<file path="src/rtl/reset_pkg.sv">
// reset_pkg: shared state codes and elaboration helpers for the reset sequencer.
//   state_e : FSM state encoding, also the code map driven on o_state
//   max3    : largest of three values, used to size the shared counter
package reset_pkg;

    typedef enum logic [2:0] {
        ST_HOLD      = 3'd0,
        ST_WAIT_LOCK = 3'd1,
        ST_RELEASE   = 3'd2,
        ST_RUN       = 3'd3,
        ST_FAULT     = 3'd4
    } state_e;

    function automatic int max3(input int a, input int b, input int c);
        int m;
        m = (a > b) ? a : b;
        return (m > c) ? m : c;
    endfunction

endpackage

</file>
<file path="src/rtl/sync_2ff.sv">
// sync_2ff: two-flop synchronizer for a single asynchronous status bit.
//   i_clk   : destination clock
//   i_arstn : asynchronous active-low reset, clears both flops
//   i_d     : asynchronous input bit
//   o_q     : synchronized output, two clocks of latency
module sync_2ff (
    input  logic i_clk,
    input  logic i_arstn,
    input  logic i_d,
    output logic o_q
);

    logic meta_q;
    logic sync_q;

    always_ff @(posedge i_clk or negedge i_arstn) begin
        if (!i_arstn) begin
            meta_q <= 1'b0;
            sync_q <= 1'b0;
        end else begin
            meta_q <= i_d;
            sync_q <= meta_q;
        end
    end

    assign o_q = sync_q;

endmodule

</file>
<file path="src/rtl/reset_sequencer.sv">
// reset_sequencer: holds reset, waits for clock lock, then releases reset domains one by one.
//   i_clk    : single clock, all logic in this domain
//   i_arstn  : asynchronous active-low reset
//   i_locked : asynchronous PLL/clock-ready status, active-high
//   i_sw_rst : synchronous level-sensitive software reset request
//   o_rst_n  : per-stage active-low resets, bit 0 released first
//   o_done   : every stage released, system running
//   o_fault  : lock did not arrive within LOCK_TIMEOUT clocks
//   o_state  : current FSM state code (see reset_pkg::state_e)
module reset_sequencer
    import reset_pkg::*;
#(
    parameter int NUM_STAGE    = 4,
    parameter int HOLD_CYCLES  = 16,
    parameter int STAGE_DELAY  = 32,
    parameter int LOCK_TIMEOUT = 4096
) (
    input  logic                 i_clk,
    input  logic                 i_arstn,
    input  logic                 i_locked,
    input  logic                 i_sw_rst,
    output logic [NUM_STAGE-1:0] o_rst_n,
    output logic                 o_done,
    output logic                 o_fault,
    output logic [2:0]           o_state
);

    localparam int CW = $clog2(max3(HOLD_CYCLES, STAGE_DELAY, LOCK_TIMEOUT) + 1);
    localparam int IW = $clog2(NUM_STAGE + 1);

    localparam logic [CW-1:0] HOLD_LAST  = CW'(HOLD_CYCLES - 1);
    localparam logic [CW-1:0] STAGE_LAST = CW'(STAGE_DELAY - 1);
    localparam logic [CW-1:0] LOCK_LAST  = CW'(LOCK_TIMEOUT - 1);
    localparam logic [IW-1:0] ALL_STAGES = IW'(NUM_STAGE);

    logic lock_s;

    state_e               state_q, state_d;
    logic [CW-1:0]        cnt_q, cnt_d;
    logic [IW-1:0]        idx_q, idx_d;
    logic [NUM_STAGE-1:0] rst_q, rst_d;
    logic                 done_q, done_d;
    logic                 fault_q, fault_d;
    logic                 abort;

    sync_2ff u_lock_sync (
        .i_clk   (i_clk),
        .i_arstn (i_arstn),
        .i_d     (i_locked),
        .o_q     (lock_s)
    );

    // Return to HOLD: software request from any post-hold state, lock loss only
    // once release has started (in WAIT_LOCK a missing lock feeds the timeout).
    assign abort = (i_sw_rst && state_q != ST_HOLD) ||
                   (!lock_s && (state_q == ST_RELEASE || state_q == ST_RUN));

    always_comb begin
        state_d = state_q;
        cnt_d   = cnt_q + CW'(1);
        idx_d   = idx_q;
        case (state_q)
            ST_HOLD: begin
                idx_d = '0;
                if (i_sw_rst) begin
                    cnt_d = '0;
                end else if (cnt_q == HOLD_LAST) begin
                    state_d = ST_WAIT_LOCK;
                    cnt_d   = '0;
                end
            end
            ST_WAIT_LOCK: begin
                if (lock_s) begin
                    state_d = ST_RELEASE;
                    cnt_d   = '0;
                    idx_d   = IW'(1);
                end else if (cnt_q == LOCK_LAST) begin
                    state_d = ST_FAULT;
                    cnt_d   = '0;
                end
            end
            ST_RELEASE: begin
                if (cnt_q == STAGE_LAST) begin
                    cnt_d = '0;
                    if (idx_q == ALL_STAGES) state_d = ST_RUN;
                    else idx_d = idx_q + IW'(1);
                end
            end
            ST_RUN:   cnt_d = '0;
            ST_FAULT: cnt_d = '0;
            default: begin
                state_d = ST_HOLD;
                cnt_d   = '0;
                idx_d   = '0;
            end
        endcase
        if (abort) begin
            state_d = ST_HOLD;
            cnt_d   = '0;
            idx_d   = '0;
        end
        // Stage k is out of reset once idx has passed it; idx only grows in RELEASE.
        for (int i = 0; i < NUM_STAGE; i++) begin
            rst_d[i] = (state_d == ST_RELEASE || state_d == ST_RUN) && (i < int'(idx_d));
        end
        done_d  = (state_d == ST_RUN);
        fault_d = (state_d == ST_FAULT);
    end

    always_ff @(posedge i_clk or negedge i_arstn) begin
        if (!i_arstn) begin
            state_q <= ST_HOLD;
            cnt_q   <= '0;
            idx_q   <= '0;
            rst_q   <= '0;
            done_q  <= 1'b0;
            fault_q <= 1'b0;
        end else begin
            state_q <= state_d;
            cnt_q   <= cnt_d;
            idx_q   <= idx_d;
            rst_q   <= rst_d;
            done_q  <= done_d;
            fault_q <= fault_d;
        end
    end

    assign o_rst_n = rst_q;
    assign o_done  = done_q;
    assign o_fault = fault_q;
    assign o_state = state_q;

endmodule
</file>
<file path="config.mk">
export PLATFORM = sky130hd
export DESIGN_NAME = reset_sequencer
export DESIGN_NICKNAME = d
export VERILOG_FILES = /design/src/rtl/reset_pkg.sv /design/src/rtl/sync_2ff.sv /design/src/rtl/reset_sequencer.sv
export SDC_FILE = /design/constraint.sdc
export NUM_CORES = 1
export LEC_CHECK = 0
export CORE_MARGIN = 3
export CORE_UTILIZATION = 37
export DETAILED_ROUTE_END_ITERATION = 10
export HOLD_SLACK_MARGIN = 0.08
export SLEW_MARGIN = 20
export SYNTH_ARGS = -nofsm -noshare
export SYNTH_HDL_FRONTEND = slang
export SYNTH_SLANG_ARGS = --single-unit
</file>
<file path="constraint.sdc">
create_clock -name i_clk -period 2 [get_ports i_clk]
set_input_delay 0.4 -clock i_clk [delete_from_list [all_inputs] [get_ports i_clk]]
set_output_delay 0.4 -clock i_clk [all_outputs]
set_load 0.05 [all_outputs]
</file>
==> results of run 1 <==
-- final timing paths --
| path | startpoint | slack (ns) | end |
|---|---|---|---|
| max | cnt_q[0] | 0.19 | cnt_q[7] |
| min | u_lock_sync.meta_q | 0.36 | u_lock_sync.o_q |
| max reg2reg | cnt_q[0] | 0.19 | cnt_q[7] |
| min reg2reg | u_lock_sync.meta_q | 0.36 | u_lock_sync.o_q |
| max in group asynchronous | i_arstn | 1.25 | o_rst_n[1] |
| min in group asynchronous | i_arstn | 0.49 | cnt_q[8] |
-- placed cells by master, fill, tap and decap left out, types with 5 or more instances in the layout --
cell	n
inv_1	10
buf_4	8
nand3_1	7
xor2_1	6
clkdlybuf4s50_1	9
nand2_1	7
a21oi_1	5
dfrtp_1	27
nor2_1	21
xnor2_1	6
-- layout make-up --
type,count,area [um^2],share of cell area
Timing Repair Buffer,17,150,0.0879
Clock buffer,3,41.3,0.0242
Multi-Input combinational cell,104,738,0.432
Tap cell,48,60.1,0.0352
Inverter,10,37.5,0.0220
Sequential cell,27,676,0.396
Clock inverter,1,5.00,0.00293
-- cell families after synthesis --
logic type      count (synthesis)  share of synthesized area
simple gates                   63                      0.247
buf+inv                        14                     0.0426
fa+ha+maj                       3                     0.0256
compound gates                 26                      0.153
xor+xnor                       12                     0.0715
flops                          27                      0.460
-- metrics by stage --
step	cell area, um^2	setup slack, ns	total power (uW)	instances	utilization
6_report	1710	0.188	918	210	0.456
5_1_grt	1710	0.00788	963	210	0.456
4_1_cts	1700	0.134	933	210	0.454
3_5_place_dp	1650	0.105	617	206	0.442
3_3_place_gp	1650	0.142	614	206	0.442
2_1_floorplan	1470	0.0494	589	145	-
-- worst reg2reg max path, cell delays in order, from the launching register on --
cell and delay (ns):
dfrtp_1 0.40, ha_2 0.23, and3_1 0.23, nand4_1 0.18
o21ai_2 0.18, o21ai_1 0.11, o21ai_2 0.12, buf_4 0.19
nor2_1 0.07
-- power by group through the flow --
| stage | registers [uW] | logic, uW | clock network, uW |
|---|---|---|---|
| detailed placement | 571 | 45.4 | 0 |
| finish | 560 | 44.0 | 314 |
| global route | 562 | 51.1 | 350 |
| floorplan | 569 | 19.6 | 0 |
| global placement | 571 | 43.5 | 0 |
| CTS | 560 | 45.3 | 327 |
-- metal layers --
layer  vias to the layer above  part of all wire  GRT usage
met3                         5             0.021     0.0233
li1                        538                 -          -
met4                         0             0.018     0.0542
met5                         -                 0          0
met1                       534              0.48      0.156
met2                         8              0.48      0.211
-- registers in the layout, indices dropped and copies added, names as in the netlist --
name	count
cnt_q	13
idx_q	3
o_done	1
o_fault	1
o_rst_n	4
o_state	3
u_lock_sync.meta_q	1
u_lock_sync.o_q	1
==> out/qor.yml, run 1 <==
detailed_routing:
  drc_errors: 0
  wire_per_inst_um: 13.5
  ant_nets: 0
  dr.pass1.iters: 4
  drtIter0Drc: 25
  via_per_inst: 5.17
  wirelength_mm: 2.83
  vias: 1085
sta:
  period_share: 0.906
  hold_slack_ns: 0.360
  fmax_ghz: 0.552
  tns_ns: 0
  final_hold_viol_count: 0
  tightest_slew_ns: 0.559
  fin_skew_ns: 0.00691
  slew_violations: 0
  rsz0062_at_grt: "no"
  setup_viol: 0
  slew_headroom: 0.625
  fin_crit_ns: 1.81
floorplanning:
  rows: 22
  initial_core_util: 0.392
  core_um2: 3740
  fp.dieW_um: 69.0
  die_y_um: 69.0
  io_pins: 13
  dieArea_um2: 4760
cts:
  clk_pin_slew_ns: 0.10
  cts-buffers-inserted: 3
  root_buffer: "clkbuf_8"
  ctsLongestPathBuffers: 2
  cts_tree: "yes"
  clk_latency_ns: 0.28
  clock_sinks: 27
  cts_resized: 0
  ctsHoldBuffers: 0
  cts_setup_buffers: 0
  cts_max_level: 1
placement:
  place_hpwl_mm: 2.12
  place_congestion: 0.809
  io_buffers: 12
synth:
  synth_warnings: 0
  synth.distinct_cells: 42
  synth_cells: 145
  ys_seq_area_frac: 0.460
  synth_top_flop_cell: "dfrtp_1"
  synth-edff-count: 0
  synthArstFlopShare: 1.00
  synth_top_area_frac: 0.460
  synth_seq_cells: 27
  postSynthAreaPerCell_um2: 10.1
  syn_nets: 152
  netlist_area_um2: 1470
  synth_top_cell_by_area: "dfrtp_1"
  synth_most_common_cell: "dfrtp_1"
  synth_area_leaders: "dfrtp_1 46%, nor2_1 5.4%, xnor2_1 3.6%"
  synth_common_cells: "27 x dfrtp_1, 21 x nor2_1, 10 x inv_1, 7 x nand2_1, 7 x nand3_1"
power:
  p_seq_frac: 0.610
  p_clk_frac: 0.342
  p_comb_frac: 0.048
  intPower_uw: 710
  max-vdd-ir-drop_mv: 0.250
  power_leakage_uw: 0.000735
  p_switching_uw: 208
  p_sw_frac: 0.226
  pwr_density_cell_nw_per_um2: 538
global_route:
  antenna_found_initial: 0
  grt_overflow: 0
  grt_first_pass_wirelength_mm: 4.87
  grt_pass1_vias: 1076
  grt_max_degree: 28
  grt_usage: 0.125
finish:
  nets: 170
  fillers: 364
  syn_to_final_growth_pct: 16.3
  layout-drive-gt1-share: 0.179
  n_antenna_cell: 0
setup_path:
  cp_max_fo: 12
  r2r_cells: 8
  slowest_stage: "dfrtp_1"
  cp.required_ns: 2.17
  slowest_delay_ns: 0.40
  cp-start-kind: "register"
  arrival_ns: 1.99
  cp_cell_sequence: "ha_2 -> and3_1 -> nand4_1 -> o21ai_2 -> o21ai_1 -> o21ai_2 -> buf_4 -> nor2_1"
  crit_type: "register to register"
  path_common_cell: "o21ai_2"
  cp_num_buf_inv: 1
  path_depth: 8
  endpoint_kind: "register"
  path_delay_family: "simple AND/OR/NAND/NOR gates"
hold_path:
  min_path_type: "register to register"
  whs_path_depth: 0
job:
  cap_violations: 0
status:
  status: "completed"
(Power assumes the default switching activity.)
==> inputs of run 2 (changes only) <==
PLACE_DENSITY = 0.59   (was unset)
SLEW_MARGIN = 40   (was 20)
==> run 2 against run 1 <==
Against the previous run: count of clock-buffer cells in the layout unchanged; first-iteration DRC count grew 130%; setup slack improved by 0.0079 ns; non-clock buffer count stayed put; flip-flop and latch count unchanged; cell area unchanged; fmax up 0.44%; combinational power barely moved; largest cell class unchanged; critical path depth fell by 2.
==> out/qor.yml, run 2 (synthesized netlist as in run 1, its figures left out) <==
sta:
  hold_slack_ns: 0.362  # +0.00191 ns
  period_share: 0.902  # -0.00394
  slew_violations: 0  # unchanged
  tns_ns: 0  # unchanged
  final_hold_viol_count: 0  # unchanged
  tightest_slew_ns: 0.533  # -0.0264 ns
  fin_skew_ns: 0.00453  # -0.00238 ns
  fin_crit_ns: 1.80  # -0.00788 ns
  setup_viol: 0  # unchanged
  rsz0062_at_grt: "no"
  fmax_ghz: 0.554  # +0.44%
  slew_headroom: 0.643  # +0.0177
floorplanning:
  io_pins: 13  # unchanged
  rows: 22  # unchanged
  core_um2: 3740  # unchanged
  die_y_um: 69.0  # unchanged
  dieArea_um2: 4760  # unchanged
  initial_core_util: 0.392  # unchanged
  fp.dieW_um: 69.0  # unchanged
status:
  status: "completed"
finish:
  n_antenna_cell: 0  # unchanged
  largest_reg_flops: 13  # unchanged
  final_common_cell: "dfrtp_1"
  mostFrequentLayoutCells: "27 x dfrtp_1, 21 x nor2_1, 10 x inv_1"
  syn_to_final_growth_pct: 16.3  # unchanged
  final-instance-count-excl-fill: 210  # unchanged
  largest-register: "cnt_q"
  nets: 170  # unchanged
  layout-drive-gt1-share: 0.179  # unchanged
power:
  p_total_uw: 916  # -0.23%
  power_leakage_uw: 0.000735  # about the same
  max-vdd-ir-drop_mv: 0.218  # -12%
  pwr_density_cell_nw_per_um2: 537  # -0.23%
setup_path:
  cp.required_ns: 2.20  # +0.03 ns
  endpoint_kind: "register"
  cp_max_fo: 4  # -8
  arrival_ns: 2.01  # +0.02 ns
  crit_type: "register to register"
  r2r_cells: 6  # -2
  cp-start-kind: "register"
cts:
  cts-buffers-inserted: 3  # unchanged
  root_buffer: "clkbuf_8"
  ctsLongestPathBuffers: 2  # unchanged
  clk_pin_slew_ns: 0.10  # about the same
  cts_max_level: 1  # unchanged
  clock_sinks: 27  # unchanged
  ctsHoldBuffers: 0  # unchanged
  cts_setup_buffers: 0  # unchanged
  clk_latency_ns: 0.27  # about the same
  cts_tree: "yes"
placement:
  place_inst: 206  # unchanged
  io_buffers: 12  # unchanged
  place_congestion: 0.780  # -3.6%
  place_hpwl_mm: 2.04  # -3.7%
detailed_routing:
  drtIter0Drc: 57  # +130%
  via_per_inst: 5.12  # -0.83%
  dr.pass1.iters: 4  # unchanged
  drc_errors: 0  # unchanged
  wire_per_inst_um: 13.1  # -3.0%
  ant_nets: 0  # unchanged
  vias: 1076  # -0.83%
  wirelength_mm: 2.74  # -3.0%
global_route:
  grt_first_pass_wirelength_mm: 5.25  # +7.8%
  grt_pass1_vias: 1130  # +5.0%
  grt_max_degree: 28  # unchanged
  grt_usage: 0.131  # +0.00532
  antenna_found_initial: 0  # unchanged
  grt_overflow: 0  # unchanged
hold_path:
  whs_path_depth: 0  # unchanged
  min_path_type: "register to register"
job:
  cap_violations: 0  # unchanged
-- run 2: cell counts in the layout (fill, tap and decap cells not counted) --
No cell type changed its count.
-- run 2: metal layers --
layer / vias up / share of wire / GRT usage
met1: 532 / 0.48 / 0.176
met4: 0 / 0.0069 / 0.0390
li1: 535 / - / -
met5: - / 0 / 0
met3: 2 / 0.020 / 0.0233
met2: 7 / 0.49 / 0.214
-- run 2: metrics by stage --
step                setup WS (ns)  utilization  instance area, um^2
finish                      0.196        0.456                 1710
global route              0.00300        0.456                 1710
CTS                         0.139        0.454                 1700
detailed placement          0.129        0.442                 1650
global placement            0.167        0.442                 1650
floorplan                  0.0494            -                 1470
-- run 2: area by class of cell --
class,count,area (um^2)
clock buffer,3,41.3
clock inverter,1,5.00
fill,384,2040
inverter,10,37.5
multi-input combinational,104,738
sequential,27,676
tap,48,60.1
timing repair buffer,17,150
-- run 2: timing repair --
action	in CTS	in global routing
resized for setup	0	3
hold endpoints to repair	0	0
setup endpoints to repair	0	13
-- run 2: final timing paths --
kind,startpoint,to,slack [ns]
max in group asynchronous,i_arstn,o_state[1],1.24
min,u_lock_sync.meta_q,u_lock_sync.o_q,0.36
max reg2reg,cnt_q[9],o_rst_n[1],0.20
min reg2reg,u_lock_sync.meta_q,u_lock_sync.o_q,0.36
max,cnt_q[9],o_rst_n[1],0.20
min in group asynchronous,i_arstn,cnt_q[8],0.48
-- run 2: critical path: stages (launching register included) --
cell and delay [ns]:
dfrtp_1 0.46, nor4_4 0.45, and4_4 0.33, a211oi_1 0.09, nor2_2 0.15, nand2_2 0.11
a21oi_2 0.15
-- run 2: where the power goes --
part,total (uW),switching (uW),internal (uW)
Sequential,560,7.64,553
Clock,312,172,140
Combinational,44.1,26.1,18.0
Total,916,206,710
==> inputs of run 3 (changes only) <==
CAP_MARGIN = 5   (was unset)
==> results of run 3 <==
Final layout, timing and power as in run 2 (identical DEF).
